[config.mk]
export PLATFORM = sky130hd
export DESIGN_NAME = avalon_bus_arbiter_flat
export DESIGN_NICKNAME = d
export VERILOG_FILES = /design/src/rtl/mips_bus_pkg.sv /design/src/rtl/avalon_bus_arbiter_if.sv /design/src/rtl/bus_watchdog.sv /design/src/rtl/avalon_bus_arbiter.sv /design/src/flat_wrapper.sv
export SDC_FILE = /design/constraint.sdc
export NUM_CORES = 1
export LEC_CHECK = 0
export CAP_MARGIN = 0
export CORE_ASPECT_RATIO = 0.6
export CORE_MARGIN = 2
export CORE_UTILIZATION = 36
export CTS_BUF_LIST = sky130_fd_sc_hd__clkbuf_8
export CTS_CLUSTER_SIZE = 12
export DETAILED_ROUTE_END_ITERATION = 8
export PLACE_DENSITY = 0.81
export SYNTH_ARGS = -nofsm -noshare
export SYNTH_HDL_FRONTEND = slang
export SYNTH_SLANG_ARGS = --single-unit
export TNS_END_PERCENT = 5
[constraint.sdc]
create_clock -name clk -period 1.4 [get_ports clk]
set_clock_uncertainty 0.1 [all_clocks]
set_input_delay 0.28 -clock clk [delete_from_list [all_inputs] [get_ports clk]]
set_output_delay 0.28 -clock clk [all_outputs]
set_load 0.005 [all_outputs]
[src/rtl/mips_bus_pkg.sv]
// Shared types and constants for the fetch/data Avalon-MM arbiter.
package mips_bus_pkg;

   typedef enum logic [1:0] {IDLE, BUS, RESP} arb_state_t;
   typedef enum logic {GNT_FETCH, GNT_DATA} grant_t;

   localparam logic [31:0] TIMEOUT_RDATA = 32'hDEAD_BEEF;
   localparam logic [3:0]  FETCH_BE      = 4'hF;

endpackage

[src/rtl/avalon_bus_arbiter_if.sv]
// Core-side request/ack signals plus the shared Avalon-MM master port.
// master: the arbiter's view; slave: the core and Avalon fabric driving it.
interface avalon_bus_arbiter_if;
   logic        f_req;
   logic [31:0] f_addr;
   logic        f_ack;
   logic [31:0] f_rdata;
   logic        d_read;
   logic        d_write;
   logic [31:0] d_addr;
   logic [31:0] d_wdata;
   logic [3:0]  d_be;
   logic        d_ack;
   logic [31:0] d_rdata;
   logic [31:0] av_address;
   logic        av_read;
   logic        av_write;
   logic [31:0] av_writedata;
   logic [3:0]  av_byteenable;
   logic        av_waitrequest;
   logic [31:0] av_readdata;
   logic        bus_error;

   modport master (
      input  f_req, f_addr, d_read, d_write, d_addr, d_wdata, d_be, av_waitrequest, av_readdata,
      output f_ack, f_rdata, d_ack, d_rdata, av_address, av_read, av_write, av_writedata,
             av_byteenable, bus_error
   );

   modport slave (
      output f_req, f_addr, d_read, d_write, d_addr, d_wdata, d_be, av_waitrequest, av_readdata,
      input  f_ack, f_rdata, d_ack, d_rdata, av_address, av_read, av_write, av_writedata,
             av_byteenable, bus_error
   );
endinterface

[src/rtl/bus_watchdog.sv]
// Counts waitrequest-stalled bus cycles; expire_o fires on the cycle the limit is reached.
module bus_watchdog #(
   parameter int unsigned TIMEOUT_CYCLES = 1024
) (
   input  logic clk,
   input  logic reset,
   input  logic clr_i,
   input  logic inc_i,
   output logic expire_o
);
   localparam int unsigned CntW = $clog2(TIMEOUT_CYCLES + 1);

   logic [CntW-1:0] cnt_q, cnt_d;

   always_comb begin
      cnt_d = cnt_q;
      if (clr_i) begin
         cnt_d = '0;
      end else if (inc_i) begin
         cnt_d = cnt_q + CntW'(1);
      end
   end

   always_ff @(posedge clk) begin
      if (!reset) begin
         cnt_q <= '0;
      end else begin
         cnt_q <= cnt_d;
      end
   end

   assign expire_o = inc_i && (cnt_q == CntW'(TIMEOUT_CYCLES - 1));
endmodule

[src/rtl/avalon_bus_arbiter.sv]
// Serialises fetch and data requests onto one registered Avalon-MM master port.
// Define ARB_TIMEOUT_EN to abort transfers stalled by waitrequest and flag bus_error.
module avalon_bus_arbiter
   import mips_bus_pkg::*;
#(
   parameter int unsigned MAX_DATA_RUN = 4
`ifdef ARB_TIMEOUT_EN
   ,
   parameter int unsigned TIMEOUT_CYCLES = 1024
`endif
) (
   input logic                  clk,
   input logic                  reset,
   avalon_bus_arbiter_if.master bus
);
   localparam int unsigned     RunW   = $clog2(MAX_DATA_RUN + 1);
   localparam logic [RunW-1:0] RunMax = RunW'(MAX_DATA_RUN);

   arb_state_t      state_q, state_d;
   grant_t          gnt_q, gnt_d;
   logic [RunW-1:0] run_q, run_d;
   logic [31:0]     addr_q, addr_d, wdata_q, wdata_d, rdata_q, rdata_d;
   logic [3:0]      be_q, be_d;
   logic            read_q, read_d, write_q, write_d;
   logic            f_ack_q, f_ack_d, d_ack_q, d_ack_d;
   logic            d_pend, abort;

   assign d_pend = bus.d_read | bus.d_write;

`ifdef ARB_TIMEOUT_EN
   logic err_q;

   bus_watchdog #(
      .TIMEOUT_CYCLES(TIMEOUT_CYCLES)
   ) u_watchdog (
      .clk     (clk),
      .reset   (reset),
      .clr_i   ((state_q == IDLE) && (state_d == BUS)),
      .inc_i   ((state_q == BUS) && bus.av_waitrequest),
      .expire_o(abort)
   );

   always_ff @(posedge clk) begin
      if (!reset) begin
         err_q <= 1'b0;
      end else if (abort) begin
         err_q <= 1'b1;
      end
   end

   assign bus.bus_error = err_q;
`else
   assign abort         = 1'b0;
   assign bus.bus_error = 1'b0;
`endif

   always_comb begin
      state_d = state_q;
      gnt_d   = gnt_q;
      run_d   = run_q;
      addr_d  = addr_q;
      wdata_d = wdata_q;
      be_d    = be_q;
      read_d  = read_q;
      write_d = write_q;
      rdata_d = rdata_q;
      f_ack_d = 1'b0;
      d_ack_d = 1'b0;
      case (state_q)
         IDLE: begin
            // Data wins unless it has already starved a waiting fetch for RunMax grants.
            if (d_pend && (!bus.f_req || run_q < RunMax)) begin
               state_d = BUS;
               gnt_d   = GNT_DATA;
               if (bus.f_req) run_d = run_q + RunW'(1);
               addr_d  = bus.d_addr;
               wdata_d = bus.d_wdata;
               be_d    = bus.d_be;
               write_d = bus.d_write;
               read_d  = ~bus.d_write;
            end else if (bus.f_req) begin
               state_d = BUS;
               gnt_d   = GNT_FETCH;
               run_d   = '0;
               addr_d  = bus.f_addr;
               wdata_d = '0;
               be_d    = FETCH_BE;
               write_d = 1'b0;
               read_d  = 1'b1;
            end
         end
         BUS: begin
            if (!bus.av_waitrequest || abort) begin
               state_d = RESP;
               read_d  = 1'b0;
               write_d = 1'b0;
               f_ack_d = (gnt_q == GNT_FETCH);
               d_ack_d = (gnt_q == GNT_DATA);
               if (abort) begin
                  rdata_d = TIMEOUT_RDATA;
               end else if (read_q) begin
                  rdata_d = bus.av_readdata;
               end
            end
         end
         RESP:    state_d = IDLE;
         default: state_d = IDLE;
      endcase
   end

   always_ff @(posedge clk) begin
      if (!reset) begin
         state_q <= IDLE;
         gnt_q   <= GNT_FETCH;
         run_q   <= '0;
         addr_q  <= '0;
         wdata_q <= '0;
         be_q    <= '0;
         read_q  <= 1'b0;
         write_q <= 1'b0;
         rdata_q <= '0;
         f_ack_q <= 1'b0;
         d_ack_q <= 1'b0;
      end else begin
         state_q <= state_d;
         gnt_q   <= gnt_d;
         run_q   <= run_d;
         addr_q  <= addr_d;
         wdata_q <= wdata_d;
         be_q    <= be_d;
         read_q  <= read_d;
         write_q <= write_d;
         rdata_q <= rdata_d;
         f_ack_q <= f_ack_d;
         d_ack_q <= d_ack_d;
      end
   end

   assign bus.av_address    = addr_q;
   assign bus.av_read       = read_q;
   assign bus.av_write      = write_q;
   assign bus.av_writedata  = wdata_q;
   assign bus.av_byteenable = be_q;
   assign bus.f_ack         = f_ack_q;
   assign bus.d_ack         = d_ack_q;
   assign bus.f_rdata       = rdata_q;
   assign bus.d_rdata       = rdata_q;
endmodule

[src/flat_wrapper.sv]
// flat-port wrapper written by rule: the top's interface ports become plain ports
module avalon_bus_arbiter_flat import mips_bus_pkg::*;
#(
   parameter int unsigned MAX_DATA_RUN = 4

)
  (clk, reset, bus_f_req, bus_f_addr, bus_d_read, bus_d_write, bus_d_addr, bus_d_wdata, bus_d_be, bus_av_waitrequest, bus_av_readdata, bus_f_ack, bus_f_rdata, bus_d_ack, bus_d_rdata, bus_av_address, bus_av_read, bus_av_write, bus_av_writedata, bus_av_byteenable, bus_bus_error);
  avalon_bus_arbiter_if bus_i ();
  input logic clk;
  input logic reset;
  input wire logic [$bits(bus_i.f_req)-1:0] bus_f_req;
  input wire logic [$bits(bus_i.f_addr)-1:0] bus_f_addr;
  input wire logic [$bits(bus_i.d_read)-1:0] bus_d_read;
  input wire logic [$bits(bus_i.d_write)-1:0] bus_d_write;
  input wire logic [$bits(bus_i.d_addr)-1:0] bus_d_addr;
  input wire logic [$bits(bus_i.d_wdata)-1:0] bus_d_wdata;
  input wire logic [$bits(bus_i.d_be)-1:0] bus_d_be;
  input wire logic [$bits(bus_i.av_waitrequest)-1:0] bus_av_waitrequest;
  input wire logic [$bits(bus_i.av_readdata)-1:0] bus_av_readdata;
  output wire logic [$bits(bus_i.f_ack)-1:0] bus_f_ack;
  output wire logic [$bits(bus_i.f_rdata)-1:0] bus_f_rdata;
  output wire logic [$bits(bus_i.d_ack)-1:0] bus_d_ack;
  output wire logic [$bits(bus_i.d_rdata)-1:0] bus_d_rdata;
  output wire logic [$bits(bus_i.av_address)-1:0] bus_av_address;
  output wire logic [$bits(bus_i.av_read)-1:0] bus_av_read;
  output wire logic [$bits(bus_i.av_write)-1:0] bus_av_write;
  output wire logic [$bits(bus_i.av_writedata)-1:0] bus_av_writedata;
  output wire logic [$bits(bus_i.av_byteenable)-1:0] bus_av_byteenable;
  output wire logic [$bits(bus_i.bus_error)-1:0] bus_bus_error;
  assign bus_i.f_req = bus_f_req;
  assign bus_i.f_addr = bus_f_addr;
  assign bus_i.d_read = bus_d_read;
  assign bus_i.d_write = bus_d_write;
  assign bus_i.d_addr = bus_d_addr;
  assign bus_i.d_wdata = bus_d_wdata;
  assign bus_i.d_be = bus_d_be;
  assign bus_i.av_waitrequest = bus_av_waitrequest;
  assign bus_i.av_readdata = bus_av_readdata;
  assign bus_f_ack = bus_i.f_ack;
  assign bus_f_rdata = bus_i.f_rdata;
  assign bus_d_ack = bus_i.d_ack;
  assign bus_d_rdata = bus_i.d_rdata;
  assign bus_av_address = bus_i.av_address;
  assign bus_av_read = bus_i.av_read;
  assign bus_av_write = bus_i.av_write;
  assign bus_av_writedata = bus_i.av_writedata;
  assign bus_av_byteenable = bus_i.av_byteenable;
  assign bus_bus_error = bus_i.bus_error;
  avalon_bus_arbiter #(.MAX_DATA_RUN(MAX_DATA_RUN)) u_core (.clk(clk), .reset(reset), .bus(bus_i));
endmodule
# Yosys cells after proc, flatten, opt, wreduce, memory -nomap -nowiden
# Cells that the tools add are included.
# Widths: inputs -> output; s select.
[totals]
reg_bits = 110
latchBits = 0
ramBits = 0
romBits = 0
inputBits = 138
out_inout_bits = 137
elab_cells = 55
n_memories = 0
[op_classes]
add_sub_neg = 1
multipliers = 0
div_mod_pow = 0
order_cmp = 1
n_eq_ne = 3
n_shift = 0
n_mux = 21
bitwise_logic = 6
reduce_logical = 12
[op_table]
columns = ["op", "n"]
rows = [
  ["$mux 32", 4],
  ["$mux 3", 3],
  ["$mux 4", 2],
  ["$mux 1", 6],
  ["$mux 2", 3],
  ["$reduce_and 2->1", 3],
  ["$reduce_and 3->1", 2],
  ["$not 1->1", 5],
  ["$pmux 1 s2", 2],
  ["$pmux 2 s2", 1],
  ["$reduce_bool 2->1", 2],
  ["$add 3x1->3 const B", 1],
  ["$lt 3x3->1 const B", 1],
  ["$ne 3x2->1 const B", 1],
  ["$reduce_or 3->1", 1],
  ["$eq 2x1->1 const B", 1],
  ["$logic_not 2->1", 1],
  ["$ne 2x2->1 const B", 1],
  ["$logic_and 1x1->1", 1],
  ["$logic_not 1->1", 1],
  ["$logic_or 1x1->1", 1],
  ["$or 1x1->1", 1],
]

# Logic depth before layout (Yosys ltp)
# Gate-level depths: netlist of the first run.
[depth]
depth_word = 5
ltp_mapped = 6
mapped_depth_nobuf = 3

# Worst setup path after synthesis of the first run
# No wires, ideal clock.
[synth_timing]
path_type = "input port to flip-flop"
start = "input port bus_f_req"
end = "register u_core.addr_q[16] (netlist: u_core.bus.av_address[16])"
setup_time_ns = 0.147
t_arrival_ns = 1.265
required_time_ns = 1.153
setup_slack_ns = -0.112
stages = 6
n_path_buf = 3
path_cell_list = "buf_6 > or3_4 > buf_12 > buf_12 > a21oi_2 > a311oi_2"
[synth_between]
elab_chain_cells = 5
elab_cells_between_ends = 6
cone_classes = "mux (1); reduce/logical (5)"
[synth_lines]
columns = ["item", "line", "text"]
rows = [
  ["start, declared", "flat_wrapper.sv:11", "input wire logic [$bits(bus_i.f_req)-1:0] bus_f_req;"],
  ["$logic_not 1->1", "avalon_bus_arbiter.sv:72", "if (d_pend && (!bus.f_req || run_q < RunMax)) begin"],
  ["$logic_or 1x1->1", "avalon_bus_arbiter.sv:72", ""],
  ["$logic_and 1x1->1", "avalon_bus_arbiter.sv:72", ""],
  ["$reduce_bool 2->1 (no line)", "-", ""],
  ["$reduce_and 2->1 (no line)", "-", ""],
  ["end signal, assigned", "avalon_bus_arbiter.sv:128", "addr_q <= addr_d;"],
  ["end, declared", "avalon_bus_arbiter.sv:22", "logic [31:0] addr_q, addr_d, wdata_q, wdata_d, rdata_q, rdata_d;"],
]
# Several ways; a longest one is shown, not always the timed one.
# A chain may end at the register's enable or synchronous reset.

# Worst setup path after layout of the first run
[layout_timing]
start = "register u_core.state_q[0]"
end = "register u_core.run_q[0]"
[layout_between]
elab_chain_cells = 2
[layout_lines]
columns = ["item", "line", "text"]
rows = [
  ["start, declared", "avalon_bus_arbiter.sv:19", "arb_state_t state_q, state_d;"],
  ["start signal, assigned", "avalon_bus_arbiter.sv:125", "state_q <= state_d;"],
  ["$logic_not 2->1", "avalon_bus_arbiter.sv:69", "case (state_q)"],
  ["$reduce_and 2->1 (no line)", "-", ""],
  ["end signal, assigned", "avalon_bus_arbiter.sv:127", "run_q <= run_d;"],
  ["end, declared", "avalon_bus_arbiter.sv:21", "logic [RunW-1:0] run_q, run_d;"],
]
# No other way between the ends.

==> results of run 1 <==
[layout make-up]
class	count	area, um2	share of cell area, %
timing repair buffer	326	3334	39.66
tap	175	219.0	2.605
inverter	1	6.256	0.07442
sequential	110	2312	27.50
multi-input combinational	371	2322	27.62
clock inverter	7	88.84	1.057
clock buffer	9	123.9	1.473
[metal layers]
metal / vias to the layer above / part of all wire [%]
met5: - / 0
met4: 0 / 0.53
met3: 8 / 9.4
met2: 198 / 46
met1: 2406 / 44
li1: 2476 / -
[cells by family after synthesis]
kind of cell | after synthesis | share of synthesized area (%)
DFF | 110 | 44.32
buffers and inverters | 89 | 11.84
adders and majority gates | 1 | 0.2518
other | 1 | 0.07548
AOI/OAI and AO/OA | 180 | 26.29
and+or+nand+nor | 188 | 17.23
[registers in the layout (all words and copies together), names as in the netlist, 2 cells and up]
name	count
u_core.bus.av_byteenable	4
u_core.bus.av_writedata	32
u_core.state_q	2
u_core.bus.av_address	32
u_core.run_q	3
u_core.bus.d_rdata	32
[cell usage in the layout (no fill, tap or decap), types with 2 or more instances in the layout]
master / count
clkdlybuf4s50_1: 133
nand2_1: 132
dfxtp_2: 88
a21oi_1: 68
clkdlybuf4s15_1: 63
dlygate4sd2_1: 60
a21oi_2: 35
nand4_1: 33
o21ai_0: 32
a311oi_2: 25
dfxtp_1: 22
buf_4: 19
buf_12: 17
clkbuf_2: 12
buf_6: 11
clkbuf_8: 9
a311oi_1: 7
nor2_1: 5
a211oi_1: 4
buf_2: 4
nor2_4: 3
inv_8: 3
buf_16: 3
o21ai_1: 2
or3_4: 2
a21oi_4: 2
or3b_4: 2
nand3_1: 2
clkbuf_16: 2
[per-stage QoR]
stage | hold WS, ps | setup TNS, ps | cells
floorplan | 307.0 | -439.7 | 569
global placement | 341.7 | -60580 | 966
detailed placement | 342.6 | -62170 | 966
CTS | 224.1 | -2264 | 990
global route | 245.7 | -1834 | 999
finish | 256.0 | -106.8 | 999
[where the power goes]
part	switching, mW	internal, mW
Sequential	0.140	3.40
Clock	1.19	0.876
Combinational	0.888	1.16
Total	2.21	5.44
[tightest hold or removal path, delay by kind of cell]
family | cells | cell delay, ps
AOI/OAI and AO/OA | 1 | 60
and+or+nand+nor | 1 | 70
buffers and inverters | 2 | 280
[worst paths after layout]
check	slack, ps	endpoint	cells past startpoint	from
min reg2reg	360	u_core.run_q[1]	2	u_core.run_q[1]
max reg2reg	-100	u_core.run_q[0]	4	u_core.state_q[0]
min	260	u_core.run_q[1]	4	bus_f_req
max	-100	u_core.run_q[0]	4	u_core.state_q[0]
[what timing repair did]
item	4_1_cts	5_1_grt
buffers inserted	4	6
gates cloned	4	3
pin swaps	7	17
endpoints found under the setup margin	224	183
gates resized for setup	254	117
==> metrics, run 1 <==
total nets after synthesis 708; Worst EP arrival 1710 ps; Cell Area, Placed 7806 um2; post-synth top area cell dfxtp_1; DRT Pass-1 Iters 4; initial antenna violation count 0; share of layout cells above drive strength 1 30.46%; vias per cell 5.093; wire length per cell 17.42 um; WP buf/inv 1; largest net degree at the start of global routing 35; predominant post-synthesis flop cell dfxtp_1; Synth cell types 40; cell area after synthesis 4969 um2; Die Wd 155.7 um; synth warn 0; htree depth 3; Fin. Hold Viols 0; full die area 14790 um2; overall power 7.649 mW; post-synth top area share 44.32%; Area Overhead vs Synth 69.20%; vias in the first global route 4885; CTS Root Cell clkbuf_8; CTS tree built; Sink Count 110; Reg clk slew, reported paths 110 ps; status finished, violations left; CP max stage delay 410 ps; Setup Viol. Count Final 3; Min-Delay Path Class input port to flop; count leader, synth nand2_1; gr ovfl total 0; Boundary Pins 275; critical path type flop to flop; Final Cycle Share 107.0%; CP endpoint kind flop; dominant cells by area after synthesis dfxtp_1 44%, nand2_1 10%, a21oi_1 8.6%; # diodes 0; Final Instance Area 8407 um2; DRC viols 0; Iter 0 DRT Violations 240; Pwr Density 909.9 nW/um2; #FFs+latches synth 110; violated checks setup timing; Synth top cells by count 132 x nand2_1, 110 x dfxtp_1, 85 x a21oi_1, 40 x buf_4, 34 x o21ai_0; Final Worst Setup Slack -98.03 ps; port bufs 273; cell count after synthesis 569; Leakage 3.359 nW; minimum clock period 1498 ps; clock latency at the later pin of the worst-skew pair 360 ps; crit path cell chain buf_6 -> or3b_4 -> or3_4 -> a21oi_2; hold buffers post-CTS 0; Crit path max-delay family simple AND/OR/NAND/NOR gates; final net count 958; pre-CTS setup slack -941.8 ps; Post-synth EDFFs 0; Core Area 13580 um2; num rows 33; die height 95 um; first-pass GRT wire length 25680 um; Slew Viols, Final 0; Critical Path RT 1610 ps; clock buffer depth 2; slowest cell on the critical path or3b_4; met2 GRT Util 36.17%; layer with the highest usage met2; Seq/Total Area, Yosys 44.32%; Fill cells 1171; Routed WL 17410 um; RSZ-0062 raised after global routing true; Peak Freq 667.5 MHz; initial core utilization 36.58%; CP Launch Type flop; asr flop ratio synth 0%; post-DP HPWL 11570 um; Max IR drop VDD 464.1 uV; gr usage total 22.22%; Final ANT Viol Nets 0; routability cong. 0.7738; critical path peak fanout 6; routed vias 5088; syn avg cell area 8.732 um2; Max-cap violations 0; met3 Track Usage GR 7.802%; GRT met1 Usage 28.70%; Util after Layout 61.89%; Num CTS Buffers 9
No activity file was read; power rests on OpenSTA's default activity.
==> run 2: changes to the inputs <==
RECOVER_POWER = 100   (was unset)
SKIP_LAST_GASP = 1   (was unset)
==> run 2 against run 1 <==
Against the previous run:
- the run still ends with setup timing left
- register-to-register slack lost 120 ps
- routed wire length decreased by 3.2%
- hold slack improved by 73 ps
- critical endpoint is now bus_d_rdata[24]
- sequential cell count stayed put
- cell area decreased by 1.8%
- critical path depth decreased by 3
- global-route usage decreased by 0.15 points
==> metrics, run 2 (synthesis results as in run 1) <==
CTS tree built; commonest non-fill, non-tap cell in the layout clkdlybuf4s50_1; Slew Viols, Final 0; post-DP HPWL 11570 um; CTS Root Cell clkbuf_8; crit path cell chain clkdlybuf4s50_1; Max-cap violations 0; Iter 0 DRT Violations 252; Setup Viol. Count Final 206; share of layout cells above drive strength 1 17.38%; wire length per cell 16.98 um; RSZ-0062 raised after global routing true; Max IR drop VDD 484.7 uV; routed vias 5055; full die area 14790 um2; critical path peak fanout 3; gr ovfl total 0; Min-Delay Path Class input port to flop; Util after Layout 60.75%; clock latency at the later pin of the worst-skew pair 360 ps; initial core utilization 36.58%; initial antenna violation count 0; hold buffers post-CTS 0; Psw 2.157 mW; num rows 33; largest net degree at the start of global routing 35; Fin. Hold Viols 0; Critical Path RT 1020 ps; Clk pwr share 27.2%; # diodes 0; DRT Pass-1 Iters 4; Reg clk slew, reported paths 120 ps; power share of the sequential group 46.3%; Boundary Pins 275; area taken by multi-input logic gates 2221 um2; gr usage total 22.08%; htree depth 3; Worst EP arrival 1290 ps; most frequent cells in the layout 250 x clkdlybuf4s50_1, 132 x nand2_1, 86 x dfxtp_1, 84 x a21oi_1, 34 x o21ai_0; Slew HR 58.11%; reg2reg setup slack -220 ps; WP buf/inv 1; actual slew at the worst max-slew pin 626.8 ps; Leakage 3.168 nW; CP Launch Type flop; Core Area 13580 um2; clock buffer depth 2; Sw Ratio 28.45%; Die Wd 155.7 um; CP max stage delay 540 ps; Num CTS Buffers 9; Area Overhead vs Synth 66.10%; minimum clock period 1673 ps; Worst path depth 1; Routed WL 16850 um; Final Cycle Share 119.5%; CP endpoint kind output port; die height 95 um; Register Area 2232 um2; Sink Count 110; vias per cell 5.096; Fill cells 1174; overall power 7.581 mW; violated checks setup timing; critical path type flop to output port; Comb pwr share 26.5%; routability cong. 0.7738; hold path startpoint bus_av_readdata[25]; DRC viols 0; Int Power 5.424 mW; worst setup path startpoint u_core.bus.d_rdata[24]; Final Worst Setup Slack -273.3 ps; Crit path max-delay family buffers and inverters; Peak Freq 597.6 MHz; Pwr Density 918.6 nW/um2; port bufs 273; RR Startpoint u_core.state_q[1]; final net count 951; worst r2r path cells 3; Final ANT Viol Nets 0; slowest cell on the critical path clkdlybuf4s50_1; vias in the first global route 4882; hold path cells 3; first-pass GRT wire length 25560 um; status finished, violations left
-- run 2: layer usage --
metal / GRT usage [%] / vias to the layer above / routed length (um)
met5: 0 / - / 0
met4: 4.434 / 0 / 90
met3: 8.123 / 8 / 1539
met2: 35.55 / 191 / 7752
met1: 28.64 / 2401 / 7464
li1: - / 2455 / -
-- run 2: final timing paths --
kind / end
worst max register to register: u_core.bus.av_address[24]
worst max-delay path: bus_d_rdata[24]
worst min-delay path: u_core.bus.d_rdata[25]
worst min register to register: u_core.run_q[1]
-- run 2: final cells by class --
cell class / instances / area share, %
Clock buffer: 9 / 1.501
Sequential cell: 110 / 27.05
Tap cell: 175 / 2.653
Timing Repair Buffer: 319 / 40.74
Multi-Input combinational cell: 371 / 26.91
Clock inverter: 7 / 1.076
Inverter: 1 / 0.07580
-- run 2: metrics by stage --
stage	setup TNS, ps	setup WS [ps]	std cells	instance area [um2]	hold WS, ps
final	-32430	-273.3	992	8253	329.2
after CTS	-38360	-269.1	990	8203	308.1
after global routing	-47860	-339.9	992	8253	316.5
after global placement	-60580	-885.6	966	7806	341.7
after floorplan	-439.7	-22.97	569	4982	307.0
after detailed placement	-62170	-941.8	966	7806	342.6
-- run 2: what timing repair did --
item                       4_1_cts  5_1_grt
cloned                           4        0
setup endpoints to repair      224      246
resized for setup               38       18
setup buffers                    4        2
pin swaps                        2        0
-- run 2: power by group through the flow --
stage	registers, mW	clock network (mW)	logic, mW
CTS	3.51	2.14	2.02
global route	3.53	2.25	2.16
detailed placement	3.57	0	1.93
floorplan	3.58	0	0.824
finish	3.51	2.06	2.01
global placement	3.56	0	1.91
